`src/rtl/axis_frame_len_guard_if.sv`:
```
// AXI-stream bundle shared by the slave and master sides of the frame length guard.
interface axis_frame_len_guard_if #(
    parameter int DATA_WIDTH = 8,
    parameter int KEEP_WIDTH = DATA_WIDTH / 8,
    parameter int ID_WIDTH   = 8,
    parameter int DEST_WIDTH = 8,
    parameter int USER_WIDTH = 1
) ();
    logic [DATA_WIDTH-1:0] tdata;
    logic [KEEP_WIDTH-1:0] tkeep;
    logic                  tvalid;
    logic                  tready;
    logic                  tlast;
    logic [ID_WIDTH-1:0]   tid;
    logic [DEST_WIDTH-1:0] tdest;
    logic [USER_WIDTH-1:0] tuser;

    modport master (
        output tdata, tkeep, tvalid, tlast, tid, tdest, tuser,
        input  tready
    );

    modport slave (
        input  tdata, tkeep, tvalid, tlast, tid, tdest, tuser,
        output tready
    );
endinterface

```
`src/rtl/axis_frame_len_guard.sv`:
```
// Frame length guard: counts bytes per frame, truncates over-long frames, marks runts in tuser[0].
//
// state | meaning
// PASS  | forwarding beats through the output register and counting bytes
// DROP  | frame was truncated; swallowing input beats up to and including its tlast
module axis_frame_len_guard #(
    parameter int DATA_WIDTH  = 8,
    parameter bit KEEP_ENABLE = (DATA_WIDTH > 8),
    parameter int KEEP_WIDTH  = DATA_WIDTH / 8,
    parameter int ID_WIDTH    = 8,
    parameter int DEST_WIDTH  = 8,
    parameter int USER_WIDTH  = 1,
    parameter int LEN_WIDTH   = 16,
    parameter int MIN_LEN     = 4,
    parameter int MAX_LEN     = 1518
) (
    input  logic                 clk,
    input  logic                 rst,
    axis_frame_len_guard_if.slave  s_axis,
    axis_frame_len_guard_if.master m_axis,
    output logic [LEN_WIDTH-1:0] status_frame_len,
    output logic                 status_frame_done,
    output logic                 status_truncated,
    output logic                 status_runt
);
    localparam logic [LEN_WIDTH-1:0] MIN_L = LEN_WIDTH'(MIN_LEN);
    localparam logic [LEN_WIDTH-1:0] MAX_L = LEN_WIDTH'(MAX_LEN);

    typedef enum logic {
        ST_PASS = 1'b0,
        ST_DROP = 1'b1
    } state_t;

    state_t                state_q, state_d;
    logic [LEN_WIDTH-1:0]  count_q, count_d;

    logic [DATA_WIDTH-1:0] tdata_q, tdata_d;
    logic [KEEP_WIDTH-1:0] tkeep_q, tkeep_d;
    logic                  tvalid_q, tvalid_d;
    logic                  tlast_q, tlast_d;
    logic [ID_WIDTH-1:0]   tid_q, tid_d;
    logic [DEST_WIDTH-1:0] tdest_q, tdest_d;
    logic [USER_WIDTH-1:0] tuser_q, tuser_d;

    logic [LEN_WIDTH-1:0]  len_d;
    logic                  done_d, trunc_d, runt_d;

    logic [LEN_WIDTH-1:0]  beat_bytes;
    logic [LEN_WIDTH:0]    sum;
    logic [LEN_WIDTH-1:0]  cnt_next;
    logic                  too_long, is_runt;
    logic                  s_ready, accept;

    always_comb begin
        beat_bytes = '0;
        if (KEEP_ENABLE) begin
            for (int i = 0; i < KEEP_WIDTH; i++) begin
                beat_bytes = beat_bytes + LEN_WIDTH'(s_axis.tkeep[i]);
            end
        end else begin
            beat_bytes = LEN_WIDTH'(KEEP_WIDTH);
        end
    end

    // The carry out of the widened add saturates the count rather than wrapping.
    assign sum      = {1'b0, count_q} + {1'b0, beat_bytes};
    assign cnt_next = sum[LEN_WIDTH] ? '1 : sum[LEN_WIDTH-1:0];
    assign too_long = (cnt_next > MAX_L);
    assign is_runt  = (cnt_next < MIN_L);

    assign s_ready       = (state_q == ST_DROP) || !tvalid_q || m_axis.tready;
    assign accept        = s_axis.tvalid && s_ready;
    assign s_axis.tready = s_ready;

    always_comb begin
        state_d  = state_q;
        count_d  = count_q;
        tdata_d  = tdata_q;
        tkeep_d  = tkeep_q;
        tvalid_d = tvalid_q && !m_axis.tready;
        tlast_d  = tlast_q;
        tid_d    = tid_q;
        tdest_d  = tdest_q;
        tuser_d  = tuser_q;
        len_d    = status_frame_len;
        done_d   = 1'b0;
        trunc_d  = 1'b0;
        runt_d   = 1'b0;

        if (accept) begin
            case (state_q)
                ST_PASS: begin
                    tvalid_d = 1'b1;
                    tdata_d  = s_axis.tdata;
                    tkeep_d  = KEEP_ENABLE ? s_axis.tkeep : '1;
                    tlast_d  = s_axis.tlast;
                    tid_d    = s_axis.tid;
                    tdest_d  = s_axis.tdest;
                    tuser_d  = s_axis.tuser;
                    if (too_long) begin
                        tlast_d    = 1'b1;
                        tuser_d[0] = 1'b1;
                        trunc_d    = 1'b1;
                        done_d     = 1'b1;
                        len_d      = cnt_next;
                        count_d    = '0;
                        if (!s_axis.tlast) begin
                            state_d = ST_DROP;
                        end
                    end else if (s_axis.tlast) begin
                        tuser_d[0] = s_axis.tuser[0] | is_runt;
                        done_d     = 1'b1;
                        runt_d     = is_runt;
                        len_d      = cnt_next;
                        count_d    = '0;
                    end else begin
                        count_d = cnt_next;
                    end
                end
                ST_DROP: begin
                    if (s_axis.tlast) begin
                        state_d = ST_PASS;
                    end
                end
                default: state_d = ST_PASS;
            endcase
        end
    end

    always_ff @(posedge clk or negedge rst) begin
        if (!rst) begin
            state_q           <= ST_PASS;
            count_q           <= '0;
            tdata_q           <= '0;
            tkeep_q           <= '0;
            tvalid_q          <= 1'b0;
            tlast_q           <= 1'b0;
            tid_q             <= '0;
            tdest_q           <= '0;
            tuser_q           <= '0;
            status_frame_len  <= '0;
            status_frame_done <= 1'b0;
            status_truncated  <= 1'b0;
            status_runt       <= 1'b0;
        end else begin
            state_q           <= state_d;
            count_q           <= count_d;
            tdata_q           <= tdata_d;
            tkeep_q           <= tkeep_d;
            tvalid_q          <= tvalid_d;
            tlast_q           <= tlast_d;
            tid_q             <= tid_d;
            tdest_q           <= tdest_d;
            tuser_q           <= tuser_d;
            status_frame_len  <= len_d;
            status_frame_done <= done_d;
            status_truncated  <= trunc_d;
            status_runt       <= runt_d;
        end
    end

    assign m_axis.tdata  = tdata_q;
    assign m_axis.tkeep  = tkeep_q;
    assign m_axis.tvalid = tvalid_q;
    assign m_axis.tlast  = tlast_q;
    assign m_axis.tid    = tid_q;
    assign m_axis.tdest  = tdest_q;
    assign m_axis.tuser  = tuser_q;
endmodule
```
`src/flat_wrapper.sv`:
```
// flat-port wrapper written by rule: the top's interface ports become plain ports
module axis_frame_len_guard_flat 
#(
    parameter int DATA_WIDTH  = 8,
    parameter bit KEEP_ENABLE = (DATA_WIDTH > 8),
    parameter int KEEP_WIDTH  = DATA_WIDTH / 8,
    parameter int ID_WIDTH    = 8,
    parameter int DEST_WIDTH  = 8,
    parameter int USER_WIDTH  = 1,
    parameter int LEN_WIDTH   = 16,
    parameter int MIN_LEN     = 4,
    parameter int MAX_LEN     = 1518
)
  (clk, rst, status_frame_len, status_frame_done, status_truncated, status_runt, s_axis_tdata, s_axis_tkeep, s_axis_tvalid, s_axis_tlast, s_axis_tid, s_axis_tdest, s_axis_tuser, s_axis_tready, m_axis_tdata, m_axis_tkeep, m_axis_tvalid, m_axis_tlast, m_axis_tid, m_axis_tdest, m_axis_tuser, m_axis_tready);
  axis_frame_len_guard_if #(.DATA_WIDTH(DATA_WIDTH), .KEEP_WIDTH(KEEP_WIDTH), .ID_WIDTH(ID_WIDTH), .DEST_WIDTH(DEST_WIDTH), .USER_WIDTH(USER_WIDTH)) s_axis_i ();
  axis_frame_len_guard_if #(.DATA_WIDTH(DATA_WIDTH), .KEEP_WIDTH(KEEP_WIDTH), .ID_WIDTH(ID_WIDTH), .DEST_WIDTH(DEST_WIDTH), .USER_WIDTH(USER_WIDTH)) m_axis_i ();
  input  logic clk;
  input  logic rst;
  output logic [LEN_WIDTH-1:0] status_frame_len;
  output logic status_frame_done;
  output logic status_truncated;
  output logic status_runt;
  input wire logic [$bits(s_axis_i.tdata)-1:0] s_axis_tdata;
  input wire logic [$bits(s_axis_i.tkeep)-1:0] s_axis_tkeep;
  input wire logic [$bits(s_axis_i.tvalid)-1:0] s_axis_tvalid;
  input wire logic [$bits(s_axis_i.tlast)-1:0] s_axis_tlast;
  input wire logic [$bits(s_axis_i.tid)-1:0] s_axis_tid;
  input wire logic [$bits(s_axis_i.tdest)-1:0] s_axis_tdest;
  input wire logic [$bits(s_axis_i.tuser)-1:0] s_axis_tuser;
  output wire logic [$bits(s_axis_i.tready)-1:0] s_axis_tready;
  output wire logic [$bits(m_axis_i.tdata)-1:0] m_axis_tdata;
  output wire logic [$bits(m_axis_i.tkeep)-1:0] m_axis_tkeep;
  output wire logic [$bits(m_axis_i.tvalid)-1:0] m_axis_tvalid;
  output wire logic [$bits(m_axis_i.tlast)-1:0] m_axis_tlast;
  output wire logic [$bits(m_axis_i.tid)-1:0] m_axis_tid;
  output wire logic [$bits(m_axis_i.tdest)-1:0] m_axis_tdest;
  output wire logic [$bits(m_axis_i.tuser)-1:0] m_axis_tuser;
  input wire logic [$bits(m_axis_i.tready)-1:0] m_axis_tready;
  assign s_axis_i.tdata = s_axis_tdata;
  assign s_axis_i.tkeep = s_axis_tkeep;
  assign s_axis_i.tvalid = s_axis_tvalid;
  assign s_axis_i.tlast = s_axis_tlast;
  assign s_axis_i.tid = s_axis_tid;
  assign s_axis_i.tdest = s_axis_tdest;
  assign s_axis_i.tuser = s_axis_tuser;
  assign s_axis_tready = s_axis_i.tready;
  assign m_axis_tdata = m_axis_i.tdata;
  assign m_axis_tkeep = m_axis_i.tkeep;
  assign m_axis_tvalid = m_axis_i.tvalid;
  assign m_axis_tlast = m_axis_i.tlast;
  assign m_axis_tid = m_axis_i.tid;
  assign m_axis_tdest = m_axis_i.tdest;
  assign m_axis_tuser = m_axis_i.tuser;
  assign m_axis_i.tready = m_axis_tready;
  axis_frame_len_guard #(.DATA_WIDTH(DATA_WIDTH), .KEEP_ENABLE(KEEP_ENABLE), .KEEP_WIDTH(KEEP_WIDTH), .ID_WIDTH(ID_WIDTH), .DEST_WIDTH(DEST_WIDTH), .USER_WIDTH(USER_WIDTH), .LEN_WIDTH(LEN_WIDTH), .MIN_LEN(MIN_LEN), .MAX_LEN(MAX_LEN)) u_core (.clk(clk), .rst(rst), .s_axis(s_axis_i), .m_axis(m_axis_i), .status_frame_len(status_frame_len), .status_frame_done(status_frame_done), .status_truncated(status_truncated), .status_runt(status_runt));
endmodule
```
`config.mk`:
```
export PLATFORM = sky130hd
export DESIGN_NAME = axis_frame_len_guard_flat
export DESIGN_NICKNAME = d
export VERILOG_FILES = /design/src/rtl/axis_frame_len_guard_if.sv /design/src/rtl/axis_frame_len_guard.sv /design/src/flat_wrapper.sv
export SDC_FILE = /design/constraint.sdc
export NUM_CORES = 1
export LEC_CHECK = 0
export ABC_AREA = 1
export BUFFER_PORTS_ARGS = -buffer_cell sky130_fd_sc_hd__buf_2
export CORE_AREA = 2 2 87 89
export CTS_CLUSTER_DIAMETER = 80
export DETAILED_ROUTE_END_ITERATION = 12
export DIE_AREA = 0 0 89 91
export GPL_TIMING_DRIVEN = 0
export MAX_ROUTING_LAYER = met4
export PLACE_DENSITY = 0.68
export SYNTH_ARGS = -nofsm -noshare
export SYNTH_HDL_FRONTEND = slang
export SYNTH_SLANG_ARGS = --single-unit
```
`constraint.sdc`:
```
create_clock -name clk -period 2.7 [get_ports clk]
set_input_delay 0.27 -clock clk [delete_from_list [all_inputs] [get_ports clk]]
set_output_delay 0.27 -clock clk [all_outputs]
set_load 0.01 [all_outputs]
```
### After elaboration in Yosys (flattened, before gate mapping)

Cells that the tools add are included.

* add/subtract/negate cells: 1
* order comparisons: 2
* multiplexer cells: 24
* bitwise gates (word level): 2
* reduce and logical (&&, ||, !) cells: 9

Operator list (count)
* two-way mux 16 bit: 5
* two-way mux 1 bit: 18
* adder 16 x 1 -> 17 bit (second input constant): 1
* greater-than comparator 16 x 11 -> 1 bit (second input constant): 1
* less-than comparator 16 x 3 -> 1 bit (second input constant): 1
* AND reduction 3 bit: 1
* logical AND 1 bit: 2
* logical NOT 1 bit: 2
* logical OR 1 bit: 2
* one-hot mux 1 bit (2 select lines): 1
* AND reduction 2 bit: 1
* nonzero test 2 bit: 1
* inverter 1 bit: 1
* OR 1 bit: 1

* register bits: 64
* bits of input ports: 31
* output and inout bits: 48
* word-level logic and storage cells: 51

### Logic depth before layout (Yosys ltp)

* word-level depth: 7
* gate-level depth with buffers: 18
* gate-level depth less buffers: 16

### Worst setup path before layout

No wires, ideal clock.

* path kind: flip-flop to flip-flop
* from: register u_core.count_q[0]
* to: register u_core.status_frame_len[0]
* arrival: 1.994 ns
* slack: 0.589 ns
* stages on the path, launching flop included: 18
* clock period less this slack: 2.111 ns
* cell sequence: dfrtp_1 > ha_1 > nand2_1 > nor2_4 > nand2_4 > inv_2 > nand2_2 > buf_6 > nand3_1 > nor2_1 > nand2_1 > nor2_1 > nand2_1 > nand2_2 > nand2_4 > buf_4 > nand3_1 > nand2_1

* cells in the longest elaborated chain, start to end: 5

RTL lines
* start: declaration: line axis_frame_len_guard.sv:35 `logic [LEN_WIDTH-1:0] count_q, count_d;`
* start signal: assignment: line axis_frame_len_guard.sv:147 `count_q <= count_d;`
* adder 16 x 1 -> 17 bit *: line axis_frame_len_guard.sv:66 `assign sum = {1'b0, count_q} + {1'b0, beat_bytes};`
* two-way mux 16 bit *: line axis_frame_len_guard.sv:67 `assign cnt_next = sum[LEN_WIDTH] ? '1 : sum[LEN_WIDTH-1:0];`
* greater-than comparator 16 x 11 -> 1 bit: line axis_frame_len_guard.sv:68 `assign too_long = (cnt_next > MAX_L);`
* nonzero test 2 bit (no line)
* AND reduction 3 bit (no line)
* end signal: assignment: line axis_frame_len_guard.sv:155 `status_frame_len <= len_d;`
* end: declaration: line axis_frame_len_guard.sv:21 `output logic [LEN_WIDTH-1:0] status_frame_len,`

Every way passes the cells marked *; elsewhere a longest branch is shown, timed or not. The select of a mux whose other input is x is not followed.
A chain may end at the register's enable or synchronous reset.

### Final worst setup path

* from: register u_core.count_q[0]
* to: register u_core.status_frame_len[13]

The elaborated chain is that of the path after synthesis.

==> impl_metrics.ini <==
[timing]
min_period_ns = 2.48
setup_ws_ns = 0.222
timing.final.crit_share_pct = 91.8
slew_headroom_pct = 46.7
hold_violations = 0
tns_ns = 0
setup_viol = 0
rsz0062_at_grt = false
clock_skew_ns = 0.00981
max_freq_mhz = 404
worst_pin_slew_ns = 0.800
final_max_slew_viol_count = 0

[logic_synthesis]
synth_area_um2 = 3170
synth_nets = 455
synth_xor_area_share_pct = 0.829
synth_compound_area_share_pct = 3.24
yosysUniqueCellTypes = 23
synthAdderAreaFrac_pct = 0.395
post_synth.cell_area_avg_um2 = 7.49
muxShareOfSynthArea_pct = 0
yosys.area_share.simple_pct = 38.0
ys_ff_latch = 64
seq_area_frac_synth_pct = 50.5
synth_cells = 423
yosysWarnings = 0
synth_top_family_by_area = simple AND/OR/NAND/NOR gates

[floorplan]
coreArea_um2 = 7140
rows = 31
start_util_pct = 44.4
io_pins = 79
fp.dieH_um = 91
die-area_um2 = 8100
die_w_um = 89

[power]
ir_worst_vdd_mv = 0.499
p_leak_uw = 0.00222
power.density_nw_per_um2 = 620

[worst_setup_path]
rr_worst_depth = 17
r2r-end = u_core.status_frame_len[13]
cp_cell_sequence = ha_1, nand2_1, nor2_4, nand2_4, nor2_1, nand2_1, nand3_1, nand2_1, nor2_1, nand2_1, nand2_1, nand2_2, nand2_4, nand2_4, buf_6, nand2_1, nand2_1
worstPathMaxFanout = 10
max_stage_delay_ns = 0.42
path_buf_inv = 1
r2r_slack_ns = 0.22
path_delay_family = simple AND/OR/NAND/NOR gates
cp_data_arrival_time_ns = 2.71
crit_required_ns = 2.93
crit_top_cell = nand2_1
start_kind = flop
critPathKind = flop to flop
cp-end-kind = flop
r2r-start = u_core.count_q[0]
slowest_stage = dfrtp_2

[placement]
placed_area_um2 = 3680
placed_cells = 599
place_congestion = 0.926
dp_hpwl_um = 5450
port_buffers = 77
dp_slack_ns = 0.210

[cells_and_area]
drive_above_1_share_pct = 22.9
num-nets-final = 543
fillers = 740
n_antenna_cell = 0
final_cells = 615
fin_util_pct = 54.9
area_growth_pct = 23.5
final_area_um2 = 3920
multiInputGateArea_um2 = 1350
seq_area_um2 = 1600

[route]
drtIter0Drc = 105
wl_per_cell_um = 12.0
routed_wl_um = 7390
drt.antenna.violating_nets = 0
num_vias = 2900
drcViolationCount = 0
dr.pass1.iters = 4
viasPerCell = 4.72

[global_route]
grt_pass1_vias = 2785
grt_max_degree = 65
grtUsageTotal_pct = 20.5
antenna_found_initial = 0
gr-total-overflow = 0
grt_pass1_wl_um = 12700

[clocking]
h-tree-depth = 3
cts_tree = done
post_cts_buffers = 0
cts_hold_buf = 0
path_clk_slew_ns = 0.08
cts_sinks = 64
clk_latency_ns = 0.34
post_cts_resized = 0
cts-root-buf = clkbuf_8
cts_made_buffers = 9
cts_buffer_depth = 2

[hold_path]
hp-class = input pin to asynchronous set/reset pin

[status]
status = complete, no violations

[run]
cap_violations = 0
## how the worst max path moves through the flow
stage | from | end | slack, ns | depth (start not counted)
finish | u_core.count_q[0] | u_core.status_frame_len[13] | 0.22 | 17
global route | u_core.count_q[0] | u_core.status_frame_len[8] | 0.002 | 17
CTS | u_core.count_q[0] | u_core.status_frame_len[8] | 0.18 | 17
detailed placement | u_core.count_q[0] | u_core.status_frame_len[8] | 0.21 | 17
global placement | u_core.count_q[0] | u_core.status_frame_len[11] | 0.23 | 17
floorplan | u_core.count_q[0] | u_core.status_frame_len[0] | 0.59 | 17
## cell type report
type	count	area share, %
buffer	13	1.82
tap	99	3.16
inverter	40	3.84
clock buffer	10	3.52
multi-input combinational	306	34.5
sequential	64	40.9
timing repair buffer	77	9.91
clock inverter	6	2.30
## flip-flops by register name, summed over array words and instances (netlist names)
name                      flops
u_core.status_runt            1
u_core.m_axis.tlast           1
u_core.count_q               16
u_core.status_frame_done      1
u_core.status_truncated       1
u_core.m_axis.tid             8
u_core.m_axis.tkeep           1
u_core.m_axis.tvalid          1
u_core.state_q                1
u_core.m_axis.tuser           1
u_core.m_axis.tdata           8
u_core.status_frame_len      16
u_core.m_axis.tdest           8
## worst reg2reg max path, cell delays in order (launching register included)
cell,delay [ns]
dfrtp_2,0.42
ha_1,0.23
nand2_1,0.11
nor2_4,0.15
nand2_4,0.09
nor2_1,0.16
nand2_1,0.07
nand3_1,0.19
nand2_1,0.08
nor2_1,0.15
nand2_1,0.06
nand2_1,0.11
nand2_2,0.10
nand2_4,0.10
nand2_4,0.09
buf_6,0.16
nand2_1,0.06
nand2_1,0.04
## cell usage in the layout (no fill, tap or decap), types with 5 or more instances in the layout
master	instances
clkbuf_1	9
o21ai_1	12
dfrtp_1	63
nand3_1	32
nand4_1	5
inv_1	38
nand2_1	195
buf_2	76
nor2_1	29
nand2_2	5
clkbuf_8	10
## cells in the mapped netlist, drive strengths merged
library cell | instances | area [um^2]
a21oi | 3 | 15.0
buf | 4 | 37.5
clkbuf | 9 | 33.8
dfrtp | 64 | 1600
ha | 1 | 12.5
inv | 40 | 150
nand2 | 203 | 797
nand3 | 34 | 180
nand3b | 3 | 22.5
nand4 | 5 | 31.3
nor2 | 36 | 168
o21ai | 16 | 80.1
o21bai | 1 | 7.51
or2 | 1 | 6.26
xor2 | 3 | 26.3
## logic make-up (layout without fill, tap and decap cells)
group | count (synthesis) | count (layout)
AOI/OAI and AO/OA | 20 | 20
DFF | 64 | 64
xor gates and xnor gates | 3 | 3
adders and majority gates | 1 | 1
buffers and inverters | 53 | 146
and+or+nand+nor | 282 | 282
## power by group
group / switching, uW / internal, uW / total, uW / leakage (uW)
clock network: 389 / 548 / 937 / 0.000113
registers: 57.8 / 1050 / 1110 / 0.000833
logic: 237 / 143 / 380 / 0.00128
## metal layers
metal  global-route usage [%]  up-vias  wire length, um
met2                     30.5       96             3330
met1                     27.4     1321             3490
li1                         -     1472                -
met5                        -        -                0
met4                     6.59        0              111
met3                     5.27       11              457
## through the flow
step	hold slack (ns)	total power, uW
4_1_cts	0.0360	2450
5_1_grt	0.0869	2560
6_report	0.00422	2430
3_5_place_dp	0.408	1510
3_3_place_gp	0.428	1500
2_1_floorplan	-0.0256	1330
Note: power is estimated with default switching activity, not from simulation.
